[config.mk]
export PLATFORM = sky130hd
export DESIGN_NAME = zigbee_chip_demod
export DESIGN_NICKNAME = d
export VERILOG_FILES = /design/src/rtl/zigbee_chip_demod.sv
export SDC_FILE = /design/constraint.sdc
export NUM_CORES = 1
export LEC_CHECK = 0
export CORE_ASPECT_RATIO = 1.25
export CORE_MARGIN = 5
export CORE_UTILIZATION = 45
export CTS_BUF_LIST = sky130_fd_sc_hd__clkbuf_16
export CTS_CLUSTER_SIZE = 25
export DETAILED_ROUTE_END_ITERATION = 8
export PLACE_DENSITY_LB_ADDON = 0.1
export SETUP_SLACK_MARGIN = 0.2
export SLEW_MARGIN = 10
export SYNTH_ARGS = -nofsm -noshare
export SYNTH_HDL_FRONTEND = slang
export SYNTH_SLANG_ARGS = --single-unit
export TNS_END_PERCENT = 100
[constraint.sdc]
create_clock -name Clk -period 3.95 [get_ports Clk]
set_input_delay 0.79 -clock Clk [delete_from_list [all_inputs] [get_ports Clk]]
set_output_delay 0.79 -clock Clk [all_outputs]
set_load 0.03 [all_outputs]
[src/rtl/zigbee_chip_demod.sv]
// ---------------------------------------------------------------------------
// zigbee_chip_demod
//
// Differential-phase chip demodulator for the ZigBee O-QPSK/MSK receive path.
// Takes the quantized phase stream from the CORDIC phase extractor and forms
// the wrapped sample-to-sample phase difference. It integrates that
// difference over one chip period and slices the sign into a hard chip.
// Chips are packed MSB-first into words for the downstream symbol correlator.
//
// Parameters
//   W_SIZE          phase word width; the full circle is 2^W_SIZE codes
//   SPC             phase differences per chip (power of 2, >= 2)
//   CHIPS_PER_WORD  chips packed into each output word
//
// Ports
//   Clk        in   single clock, rising edge
//   Rst        in   synchronous active-high reset
//   Win        in   signed phase sample
//   WinValid   in   Win carries a new sample this cycle
//   Sync       in   one-cycle pulse restarting chip and word alignment
//   Chip       out  hard chip decision, valid with ChipValid
//   ChipValid  out  one-cycle pulse per chip
//   ChipWord   out  packed chips, first received chip in the MSB
//   WordValid  out  one-cycle pulse when ChipWord holds a complete word
// ---------------------------------------------------------------------------
module zigbee_chip_demod #(
    parameter int W_SIZE         = 6,
    parameter int SPC            = 4,
    parameter int CHIPS_PER_WORD = 32
) (
    input  logic                        Clk,
    input  logic                        Rst,
    input  logic signed [W_SIZE-1:0]    Win,
    input  logic                        WinValid,
    input  logic                        Sync,
    output logic                        Chip,
    output logic                        ChipValid,
    output logic [CHIPS_PER_WORD-1:0]   ChipWord,
    output logic                        WordValid
);

    // The accumulator holds at most SPC sign-extended differences, so
    // log2(SPC) guard bits are enough to rule out overflow.
    localparam int ACC_SIZE = W_SIZE + $clog2(SPC);
    localparam int SCNT_W   = $clog2(SPC);
    localparam int CCNT_W   = $clog2(CHIPS_PER_WORD);

    localparam logic [SCNT_W-1:0] SAMPLE_LAST = SCNT_W'(SPC - 1);
    localparam logic [CCNT_W-1:0] CHIP_LAST   = CCNT_W'(CHIPS_PER_WORD - 1);

    typedef enum logic {
        WAIT_FIRST,
        ACCUM
    } state_t;

    state_t state;
    state_t state_next;

    logic signed [W_SIZE-1:0]   w_prev;
    logic signed [ACC_SIZE-1:0] acc;
    logic [SCNT_W-1:0]          sample_cnt;
    logic [CCNT_W-1:0]          chip_cnt;

    logic signed [W_SIZE-1:0]   d_w;
    logic signed [ACC_SIZE-1:0] d_w_ext;
    logic signed [ACC_SIZE-1:0] chip_sum;
    logic                       chip_bit;
    logic                       sample_last;
    logic                       word_last;
    logic                       take_diff;

    // Phase difference at the native width: the subtraction wraps modulo
    // the full circle, which is exactly the shortest-arc phase step.
    always_comb begin
        d_w         = Win - w_prev;
        d_w_ext     = {{(ACC_SIZE - W_SIZE){d_w[W_SIZE-1]}}, d_w};
        chip_sum    = acc + d_w_ext;
        // Strictly positive sum gives chip 1; a zero sum slices to 0.
        chip_bit    = !chip_sum[ACC_SIZE-1] && (chip_sum != '0);
        sample_last = (sample_cnt == SAMPLE_LAST);
        word_last   = (chip_cnt == CHIP_LAST);
    end

    // State register.
    always_ff @(posedge Clk) begin
        if (Rst) begin
            state <= WAIT_FIRST;
        end else begin
            state <= state_next;
        end
    end

    // Next state. Sync overrides normal operation: with a sample present it
    // becomes the first sample of the new alignment, otherwise we wait for one.
    always_comb begin
        state_next = state;
        take_diff  = 1'b0;
        if (Sync) begin
            state_next = WinValid ? ACCUM : WAIT_FIRST;
        end else if (WinValid) begin
            case (state)
                WAIT_FIRST: state_next = ACCUM;
                ACCUM:      take_diff  = 1'b1;
                default:    state_next = WAIT_FIRST;
            endcase
        end
    end

    // Datapath. Every sample, including the first one after reset or Sync,
    // becomes the reference for the next difference. The last difference of
    // a chip is folded in combinationally so the accumulator can restart at 0.
    always_ff @(posedge Clk) begin
        if (Rst) begin
            w_prev     <= '0;
            acc        <= '0;
            sample_cnt <= '0;
            chip_cnt   <= '0;
            Chip       <= 1'b0;
            ChipValid  <= 1'b0;
            ChipWord   <= '0;
            WordValid  <= 1'b0;
        end else begin
            ChipValid <= 1'b0;
            WordValid <= 1'b0;
            if (WinValid) begin
                w_prev <= Win;
            end
            if (Sync) begin
                acc        <= '0;
                sample_cnt <= '0;
                chip_cnt   <= '0;
                ChipWord   <= '0;
            end else if (take_diff) begin
                if (sample_last) begin
                    acc        <= '0;
                    sample_cnt <= '0;
                    Chip       <= chip_bit;
                    ChipValid  <= 1'b1;
                    ChipWord   <= {ChipWord[CHIPS_PER_WORD-2:0], chip_bit};
                    if (word_last) begin
                        WordValid <= 1'b1;
                        chip_cnt  <= '0;
                    end else begin
                        chip_cnt  <= chip_cnt + 1'b1;
                    end
                end else begin
                    acc        <= chip_sum;
                    sample_cnt <= sample_cnt + 1'b1;
                end
            end
        end
    end

endmodule

==> flow_summary.ini, run 1 <==
[run_status]
status = complete, no violations

[critical_path]
worstPathRequired_ns = 4.18
crit_type = in2reg
worstSetupStartpointType = input port
crit_arrival_ns = 3.85
cp_max_fo = 3
crit_path_end_kind = flip-flop

[clock_network]
clock-sinks = 57
hold_buffers = 0
cts_buffers = 9
insertion_delay_ns = 0.31
cts_buffer_depth = 2
ctsRootBufferMaster = clkbuf_16
h-tree-depth = 3
clkSlewWorstSetupHoldPaths_ns = 0.05
cts_tree = yes

[floorplan]
coreArea_mm2 = 0.00574
rows = 31
start_util_pct = 45.5
die_area_mm2 = 0.00744
die_w_um = 78.2
die_h_um = 95.2
ios = 45

[route]
ant_nets = 0
drc = 0
drt_wl_total_um = 5790
dr.first_iter.drc_count = 92
vias = 2259
post_drt_wl_per_cell_um = 13.0
dr.pass1.iters = 4
viasPerCell = 5.07

[cells_and_area]
drive_gt1_share_pct = 14.2
area_delta_synth_final_pct = 37.1
antenna_cells = 0
final_common_cell = nand2_1
final_nets = 402
final_cell_mix = nand2_1, dfxtp_1, a21oi_1, clkdlybuf4s50_1, nor2_1

[timing]
maxSlewHeadroom_pct = 38.6
worstMarginPinSlew_ns = 0.921
maxClockFrequency_ghz = 0.277
setup_violations = 0
rsz0062_at_grt = false
whs_ns = 0.461
drv_slew = 0
period_minus_slack_ns = 3.61
hold_violations = 0
period_share_pct = 91.5
fin_skew_ns = 0.00377

[power]
clock_power_share_pct = 45.9
total_power_mw = 1.41
ir_drop_v = 0.000258
p_int_mw = 1.08
p_per_area_mw_per_mm2 = 394
seqPwrFrac_pct = 41.5
swShare_pct = 23.3
power_leakage_nw = 1.36
net-switching-power_uw = 328
p_comb_share_pct = 12.6

[synth]
muxShareOfSynthArea_pct = 2.30
syn-instance-count = 312
synth-simple-area-share_pct = 20.6
async_reset_ff_share_pct = 0
synthAdderAreaFrac_pct = 8.71
synth-xor-area-share_pct = 2.87
synth-edff-count = 0
synth.avg_cell_area_um2 = 8.38
synth-seq-cells = 57
yosysSeqAreaShare_pct = 43.7
syn-cell-area_mm2 = 0.00261
synth_top_family_by_area = simple AND/OR/NAND/NOR gates
synth_warnings = 0
yosysUniqueCellTypes = 42
yosys_most_used_dff = dfxtp_1
synth_compound_area_share_pct = 17.9
postSynthNetCount = 339

[global_route]
antenna_found_initial = 0
grt_start_max_net_pins = 50
grt_first_pass_wirelength_um = 9760
grt_overflow_total = 0
grt_pass1_vias = 2248
grt_use_total_pct = 16.6

[placed_design]
place_hpwl_um = 4050
portBuffers = 44
gp_congestion = 0.778

[min_path]
hold_path.class = reg2reg

[flow_run]
drv_cap = 0
[routing by layer]
metal,GRT usage (%),up-vias,wire [um]
met5,0,-,0
met1,17.7,1039,2510
met4,8.31,0,98
met3,4.73,6,179
li1,-,1189,-
met2,30.0,25,3010
[state kept, by name, summed over array words and instances (netlist names)]
register	flops
Chip	1
ChipValid	1
ChipWord	32
WordValid	1
acc	8
chip_cnt	5
sample_cnt	2
state	1
w_prev	6
[path summary, 6_finish.rpt]
path | startpoint | cells after the start | endpoint | slack (ns)
max | Win[4] | 14 | acc[7] | 0.34
min | chip_cnt[4] | 2 | chip_cnt[4] | 0.46
max reg2reg | w_prev[0] | 13 | acc[7] | 0.71
min reg2reg | chip_cnt[4] | 2 | chip_cnt[4] | 0.46
[power groups by stage]
| stage | registers [mW] | clock network, mW | logic (mW) |
|---|---|---|---|
| after floorplan | 0.595 | 0 | 0.104 |
| final | 0.585 | 0.648 | 0.178 |
| after global routing | 0.585 | 0.692 | 0.198 |
| after CTS | 0.585 | 0.663 | 0.170 |
| after global placement | 0.596 | 0 | 0.164 |
| after detailed placement | 0.596 | 0 | 0.165 |
[synth_stat cells, types with 2 or more instances]
library cell,count,share of area (%)
nand2_1,69,9.9
dfxtp_1,57,44
a21oi_1,45,8.6
nor2_1,27,3.9
ha_1,15,7.2
clkbuf_1,13,1.9
inv_1,11,1.6
mux2i_1,6,2.3
nor3_1,5,0.96
o21ai_0,5,0.96
nand3_1,4,0.77
o21a_1,4,1.1
a21o_1,3,0.86
a22oi_1,3,0.86
nor2b_1,3,0.72
or3_1,3,0.72
xnor2_1,3,1.0
xor2_1,3,1.0
a31oi_1,2,0.48
and2_1,2,0.48
and3_1,2,0.48
buf_1,2,0.29
fa_1,2,1.5
nand3b_1,2,0.57
nor3b_1,2,0.57
o31a_1,2,0.67
o41ai_1,2,0.67
[worst max-delay path, stage by stage]
cell and delay, ns:
clkdlybuf4s50_1 0.43, ha_1 0.31, and2_1 0.14, o21a_1 0.16, a31o_2 0.23, or2_4 0.26
ha_4 0.28, nor3_1 0.06, nor2_2 0.14, o41ai_4 0.10, buf_4 0.15, nor3b_1 0.14
or4b_1 0.50, a31oi_1 0.16
[per-stage QoR]
step	cells	setup TNS, ns	util (%)	instance area (um2)	setup WS, ns
3_5_place_dp	429	-0.707	56.6	3250	-0.280
5_1_grt	446	0	62.4	3580	0.212
4_1_cts	445	0	61.4	3530	0.242
3_3_place_gp	429	-0.488	56.6	3250	-0.206
2_1_floorplan	312	0	-	2610	0.284
6_report	446	0	62.4	3580	0.335
[cell type report]
| type | count | area, um2 |
|---|---|---|
| fillers | 527 | 2160 |
| flip-flops and latches | 57 | 1140 |
| clock buffers | 9 | 225 |
| repair buffers | 68 | 619 |
| well taps | 66 | 82.6 |
| multi-input cells | 228 | 1440 |
| clock inverters | 7 | 28.8 |
| inverters | 11 | 41.3 |
[what timing repair did]
item	in CTS	in global routing
resized for setup	8	10
pin swaps	6	13
endpoints found under the setup margin	3	3
endpoints found under the hold margin	0	0
setup buffers	0	1
[cell families (layout without fill, tap and decap cells)]
group	after synthesis	in the layout
AOI/OAI and AO/OA	74	74
and+or+nand+nor	124	124
DFF	57	57
xor gates and xnor gates	7	7
muxes	6	6
adders and majority gates	17	17
buffers and inverters	27	95
(Power assumes the default switching activity.)
==> inputs of run 2 (changes only) <==
TNS_END_PERCENT = 20   (was 100)
==> results of run 2 <==
Final layout, timing and power as in run 1 (identical DEF).
==> inputs of run 3 (changes only) <==
TNS_END_PERCENT = default   (was 20)
==> results of run 3 <==
Final layout, timing and power as in run 1 (identical DEF).
